`src/rtl/div_pkg.sv`:
```
// Shared types and default widths for the sequential restoring divider.
package div_pkg;

    typedef enum logic [1:0] {
        IDLE,
        RUN,
        DONE
    } state_t;

    localparam int DIVISOR_BITS_DEF  = 8;
    localparam int DIVIDEND_BITS_DEF = 16;
    localparam int CNT_BITS          = $clog2(DIVIDEND_BITS_DEF);

endpackage

```
`src/rtl/div_sequencer_if.sv`:
```
// Request/result bundle between a requester (master) and the divider (slave).
interface div_sequencer_if
    import div_pkg::*;
#(
    parameter int DIVIDEND_BITS = DIVIDEND_BITS_DEF,
    parameter int DIVISOR_BITS  = DIVISOR_BITS_DEF
) ();

    logic                     start;
    logic [DIVIDEND_BITS-1:0] dividend;
    logic [DIVISOR_BITS-1:0]  divisor;
    logic                     busy;
    logic                     done;
    logic [DIVIDEND_BITS-1:0] quotient;
    logic [DIVISOR_BITS-1:0]  remainder;
    logic                     div_by_zero;

    modport master (
        output start, dividend, divisor,
        input  busy, done, quotient, remainder, div_by_zero
    );

    modport slave (
        input  start, dividend, divisor,
        output busy, done, quotient, remainder, div_by_zero
    );

endinterface

```
`src/rtl/div_step.sv`:
```
// One restoring-division iteration: shift in a dividend bit, trial-subtract the divisor.
module div_step #(
    parameter int DIVISOR_BITS = 8
) (
    input  logic [DIVISOR_BITS-1:0] rem_in,
    input  logic                    next_bit,
    input  logic [DIVISOR_BITS-1:0] divisor,
    output logic [DIVISOR_BITS-1:0] rem_out,
    output logic                    qbit
);

    logic [DIVISOR_BITS:0] trial;
    logic [DIVISOR_BITS:0] wide_divisor;

    // rem_in < divisor, so the difference always fits back into DIVISOR_BITS.
    always_comb begin
        trial        = {rem_in, next_bit};
        wide_divisor = {1'b0, divisor};
        qbit         = (trial >= wide_divisor);
        rem_out      = qbit ? DIVISOR_BITS'(trial - wide_divisor)
                            : trial[DIVISOR_BITS-1:0];
    end

endmodule

```
`src/rtl/div_sequencer.sv`:
```
// Multi-cycle unsigned restoring divider producing one quotient bit per clock.
module div_sequencer
    import div_pkg::*;
#(
    parameter int DIVISOR_BITS  = DIVISOR_BITS_DEF,
    parameter int DIVIDEND_BITS = DIVIDEND_BITS_DEF
) (
    input  logic          clk,
    input  logic          reset,
    div_sequencer_if.slave bus
);

    localparam int CW = $clog2(DIVIDEND_BITS);

    state_t                   state;
    logic [CW-1:0]            count;
    logic [DIVIDEND_BITS-1:0] dvd;
    logic [DIVISOR_BITS-1:0]  dsr;
    logic [DIVISOR_BITS-1:0]  rem_acc;
    logic [DIVIDEND_BITS-1:0] q_acc;
    logic [DIVISOR_BITS-1:0]  rem_next;
    logic                     qbit;

    logic                     busy_r;
    logic                     done_r;
    logic                     dbz_r;
    logic [DIVIDEND_BITS-1:0] quotient_r;
    logic [DIVISOR_BITS-1:0]  remainder_r;

    div_step #(.DIVISOR_BITS(DIVISOR_BITS)) u_step (
        .rem_in   (rem_acc),
        .next_bit (dvd[count]),
        .divisor  (dsr),
        .rem_out  (rem_next),
        .qbit     (qbit)
    );

    // Results load on the same edge that raises done, so they are valid with the pulse.
    always_ff @(posedge clk) begin
        if (reset) begin
            state       <= IDLE;
            count       <= '0;
            dvd         <= '0;
            dsr         <= '0;
            rem_acc     <= '0;
            q_acc       <= '0;
            busy_r      <= 1'b0;
            done_r      <= 1'b0;
            dbz_r       <= 1'b0;
            quotient_r  <= '0;
            remainder_r <= '0;
        end else begin
            case (state)
                IDLE: begin
                    done_r <= 1'b0;
                    if (bus.start) begin
                        dvd     <= bus.dividend;
                        dsr     <= bus.divisor;
                        rem_acc <= '0;
                        q_acc   <= '0;
                        dbz_r   <= 1'b0;
                        count   <= CW'(DIVIDEND_BITS - 1);
                        busy_r  <= 1'b1;
                        if (bus.divisor == '0) begin
                            state       <= DONE;
                            done_r      <= 1'b1;
                            dbz_r       <= 1'b1;
                            quotient_r  <= '1;
                            remainder_r <= bus.dividend[DIVISOR_BITS-1:0];
                        end else begin
                            state <= RUN;
                        end
                    end
                end
                RUN: begin
                    rem_acc <= rem_next;
                    q_acc   <= {q_acc[DIVIDEND_BITS-2:0], qbit};
                    if (count == '0) begin
                        state       <= DONE;
                        done_r      <= 1'b1;
                        quotient_r  <= {q_acc[DIVIDEND_BITS-2:0], qbit};
                        remainder_r <= rem_next;
                    end else begin
                        count <= count - 1'b1;
                    end
                end
                DONE: begin
                    done_r <= 1'b0;
                    busy_r <= 1'b0;
                    state  <= IDLE;
                end
                default: state <= IDLE;
            endcase
        end
    end

    assign bus.busy        = busy_r;
    assign bus.done        = done_r;
    assign bus.div_by_zero = dbz_r;
    assign bus.quotient    = quotient_r;
    assign bus.remainder   = remainder_r;

endmodule
```
`src/flat_wrapper.sv`:
```
// flat-port wrapper written by rule: the top's interface ports become plain ports
module div_sequencer_flat import div_pkg::*;
#(
    parameter int DIVISOR_BITS  = DIVISOR_BITS_DEF,
    parameter int DIVIDEND_BITS = DIVIDEND_BITS_DEF
)
  (clk, reset, bus_start, bus_dividend, bus_divisor, bus_busy, bus_done, bus_quotient, bus_remainder, bus_div_by_zero);
  div_sequencer_if #(.DIVIDEND_BITS(DIVIDEND_BITS), .DIVISOR_BITS(DIVISOR_BITS)) bus_i ();
  input  logic clk;
  input  logic reset;
  input wire logic [$bits(bus_i.start)-1:0] bus_start;
  input wire logic [$bits(bus_i.dividend)-1:0] bus_dividend;
  input wire logic [$bits(bus_i.divisor)-1:0] bus_divisor;
  output wire logic [$bits(bus_i.busy)-1:0] bus_busy;
  output wire logic [$bits(bus_i.done)-1:0] bus_done;
  output wire logic [$bits(bus_i.quotient)-1:0] bus_quotient;
  output wire logic [$bits(bus_i.remainder)-1:0] bus_remainder;
  output wire logic [$bits(bus_i.div_by_zero)-1:0] bus_div_by_zero;
  assign bus_i.start = bus_start;
  assign bus_i.dividend = bus_dividend;
  assign bus_i.divisor = bus_divisor;
  assign bus_busy = bus_i.busy;
  assign bus_done = bus_i.done;
  assign bus_quotient = bus_i.quotient;
  assign bus_remainder = bus_i.remainder;
  assign bus_div_by_zero = bus_i.div_by_zero;
  div_sequencer #(.DIVISOR_BITS(DIVISOR_BITS), .DIVIDEND_BITS(DIVIDEND_BITS)) u_core (.clk(clk), .reset(reset), .bus(bus_i));
endmodule
```
`config.mk`:
```
export PLATFORM = sky130hd
export DESIGN_NAME = div_sequencer_flat
export DESIGN_NICKNAME = d
export VERILOG_FILES = /design/src/rtl/div_pkg.sv /design/src/rtl/div_sequencer_if.sv /design/src/rtl/div_step.sv /design/src/rtl/div_sequencer.sv /design/src/flat_wrapper.sv
export SDC_FILE = /design/constraint.sdc
export NUM_CORES = 1
export LEC_CHECK = 0
export ABC_AREA = 1
export BUFFER_PORTS_ARGS = -buffer_cell sky130_fd_sc_hd__buf_4
export CAP_MARGIN = 30
export CORE_MARGIN = 2
export CORE_UTILIZATION = 50
export CTS_CLUSTER_SIZE = 25
export DETAILED_ROUTE_END_ITERATION = 10
export HOLD_SLACK_MARGIN = 0.12
export PLACE_DENSITY = 0.72
export SYNTH_ARGS = -nofsm -noshare
export SYNTH_HDL_FRONTEND = slang
export SYNTH_HIERARCHICAL = 1
export SYNTH_SLANG_ARGS = --single-unit
```
`constraint.sdc`:
```
create_clock -name clk -period 3.6 [get_ports clk]
set_clock_uncertainty 0.2 [all_clocks]
set_input_delay 0.36 -clock clk [delete_from_list [all_inputs] [get_ports clk]]
set_output_delay 0.36 -clock clk [all_outputs]
set_load 0.01 [all_outputs]
```
==> results.py <==
metrics = {
    "yosys": {
        "ys_seq_area_share_pct": 37.7,
        "syn_area_um2": 4250,
        "ys_types": 37,
        "ys.warnings.count": 6,
        "synth-seq-cells": 80,
        "synth_fp_nets": 624,
        "postSynthCellCount": 583,
        "synth_area_per_cell_um2": 7.28,
    },
    "power": {
        "leakage_nw": 2.19,
        "power_mw": 2.77,
        "power_density_nw_per_um2": 549,
        "peakVddDrop_v": 0.000290,
    },
    "clock_network": {
        "cts.clk_slew.worst_paths_ns": 0.08,
        "clock-root-buffer": "clkbuf_8",
        "cts.path.max_buffers": 2,
        "cts_tree": "yes",
        "clk_latency_ns": 0.36,
        "cts_htree_levels": 3,
        "clock-sinks": 80,
        "cts_buffers": 9,
    },
    "worst_setup_path": {
        "path_buf_inv": 2,
        "startpoint_type": "flip-flop",
        "cp_common_cell": "nand2_1",
        "crit_chain": "inv_1 -> a21oi_1 -> o21ai_0 -> nand3_1 -> nand3_1 -> nand2_1 -> inv_1 -> ha_1 -> nand2_1 -> nor2_2 -> nand2_2 -> nor2_4 -> nor2_4 -> nand2_8 -> nand2_2 -> nand2_1 -> mux2i_1 -> nand3_1 -> nand2_1 -> nor2_1",
        "cp.arrival_ns": 3.12,
        "max_stage_delay_ns": 0.40,
        "worstPathMaxFanout": 11,
        "worstSetupPathType": "reg -> reg",
        "required_ns": 3.66,
        "cpMaxStageDelayCell": "dfxtp_2",
        "cp_top_family": "simple AND/OR/NAND/NOR gates",
        "critPathCaptureType": "flip-flop",
    },
    "grt": {
        "antenna_found_initial": 0,
        "grt_usage_pct": 24.9,
        "grt_pass1_vias": 3769,
        "grt.overflow.total": 0,
        "grt_max_degree": 54,
        "grt_pass1_wl_mm": 18.0,
    },
    "sta": {
        "final.setup.tns_ns": 0,
        "whs_ns": 0.128,
        "period_share_pct": 85.1,
        "fin_ws_ns": 0.536,
        "max_freq_mhz": 326,
        "period_needed_ns": 3.06,
        "worst_pin_slew_ns": 0.939,
        "hold_viol": 0,
        "setup_viol": 0,
        "rsz0062_at_grt": "no",
        "relSlewSlack_pct": 37.2,
        "slew_violations": 0,
    },
    "die": {
        "die_h_um": 96.1,
        "die-area_um2": 9240,
        "die_x_um": 96.1,
        "io-pin-count": 54,
        "core_um2": 8220,
        "initial_utilization_pct": 51.7,
        "rows": 33,
    },
    "cells_and_area": {
        "final_core_util_pct": 61.4,
        "layout-drive-gt1-share_pct": 19.0,
        "diodes": 0,
        "final_cell_mix": "93 x nand3_1, 88 x nor2_1, 79 x dfxtp_1",
        "final_common_cell": "nand3_1",
        "area_growth_pct": 18.8,
        "nets": 677,
    },
    "placed_design": {
        "hpwlAfterDp_mm": 7.01,
        "numPortBuffers": 53,
        "post-place-ws_ns": 0.527,
        "place.gp.congestion": 0.907,
    },
    "drt": {
        "vias": 4035,
        "drtIter0Drc": 228,
        "first_pass_iters": 5,
        "ant_nets": 0,
        "drc": 0,
        "via_per_inst": 5.41,
        "routedWlPerCell_um": 14.1,
        "wl_mm": 10.5,
    },
    "hold_path": {
        "hp-class": "in -> reg",
    },
    "job": {
        "max_cap_viol_count": 0,
    },
    "run_status": {
        "status": "complete, no violations",
    },
}
[final timing paths]
kind | startpoint | slack [ns] | endpoint | cells after the start
worst min register to register | u_core/dvd[9] | 0.27 | u_core/dvd[9] | 2
worst min-delay path | bus_dividend[1] | 0.13 | u_core/dvd[1] | 3
worst max-delay path | u_core/count[0] | 0.54 | u_core/bus.remainder[1] | 20
worst max register to register | u_core/count[0] | 0.54 | u_core/bus.remainder[1] | 20
[worst reg2reg max path, stage by stage, from the launching register on]
cell	delay, ns
dfxtp_2	0.40
inv_1	0.16
a21oi_1	0.18
o21ai_0	0.11
nand3_1	0.11
nand3_1	0.09
nand2_1	0.10
inv_1	0.05
ha_1	0.31
nand2_1	0.10
nor2_2	0.05
nand2_2	0.07
nor2_4	0.04
nor2_4	0.24
nand2_8	0.14
nand2_2	0.07
nand2_1	0.06
mux2i_1	0.22
nand3_1	0.11
nand2_1	0.10
nor2_1	0.05
[through the flow]
step | std cells | cell area, um2
6_report | 746 | 5040
5_1_grt | 746 | 5040
4_1_cts | 746 | 5040
3_5_place_dp | 708 | 4580
3_3_place_gp | 708 | 4580
2_1_floorplan | 583 | 4250
[per-layer routing]
metal | track usage (%) | part of all wire [%] | routed length [um] | vias up
li1 | - | - | - | 2028
met1 | 33.0 | 47 | 4920 | 1883
met2 | 40.7 | 46 | 4890 | 112
met3 | 4.46 | 5.7 | 600 | 12
met4 | 8.45 | 1.2 | 128 | 0
met5 | 0 | 0 | 0 | -
[flip-flops by register name (all words and copies together), names as in the netlist, 2 cells and up]
register and flops:
u_core/rem_acc 8, u_core/state 2, u_core/bus.quotient 16, u_core/bus.remainder 8, u_core/dsr 8, u_core/dvd 16, u_core/count 4, u_core/q_acc 15
[synth_stat cells]
master	n	area share, %
nand3_1	93	11
buf_8	1	0.35
mux2i_1	8	1.9
nand2_4	4	1.1
nand2_8	2	0.94
buf_2	14	1.7
nor2_4	4	1.1
nand2_1	72	6.4
buf_1	1	0.088
nor2_2	3	0.44
fa_1	1	0.47
nand2_2	12	1.8
nand4_1	2	0.29
a21oi_2	10	2.1
clkinv_1	3	0.27
buf_12	1	0.47
or2_4	1	0.21
inv_4	1	0.15
xnor2_1	2	0.41
or2_2	1	0.15
clkbuf_1	12	1.1
inv_1	33	2.9
nor2_8	1	0.47
buf_6	3	0.80
o21ai_1	12	1.4
a211oi_1	1	0.18
inv_2	8	0.71
buf_4	4	0.71
nor2_1	88	7.8
nor3_1	1	0.12
xor2_1	1	0.21
o21ai_0	27	3.2
nand3_4	1	0.41
ha_1	13	3.8
a21oi_1	61	7.2
nand3_2	1	0.24
dfxtp_1	80	38
[kinds of logic (layout without fill, tap and decap cells)]
logic type                 after synthesis  after routing  share of synthesized area [%]
AOI/OAI and AO/OA                      111            111                           14.0
xor gates and xnor gates                 3              3                          0.619
adders and majority gates               14             14                           4.30
buffers and inverters                   81            139                           9.17
DFF                                     80             80                           37.7
muxes                                    8              8                           1.89
and+or+nand+nor                        286            286                           32.3
[timing repair]
action	4_1_cts	5_1_grt
endpoints found under the setup margin	0	1
buffers inserted	0	0
gates resized for setup	0	1
hold buffers	22	0
hold endpoints to repair	22	0
[power by group]
part	switching, mW	internal [mW]	total, mW
Sequential	0.0551	0.961	1.02
Combinational	0.613	0.329	0.942
Clock	0.347	0.463	0.810
[final cells by class]
class                      instances  area (um2)
tap                              105         131
inverter                          45         171
timing repair buffer              78         641
multi-input combinational        422        2250
sequential                        80        1600
clock buffer                       9         124
clock inverter                     7         118
fill                             782        3170
Power figures use the tool's default switching activity.
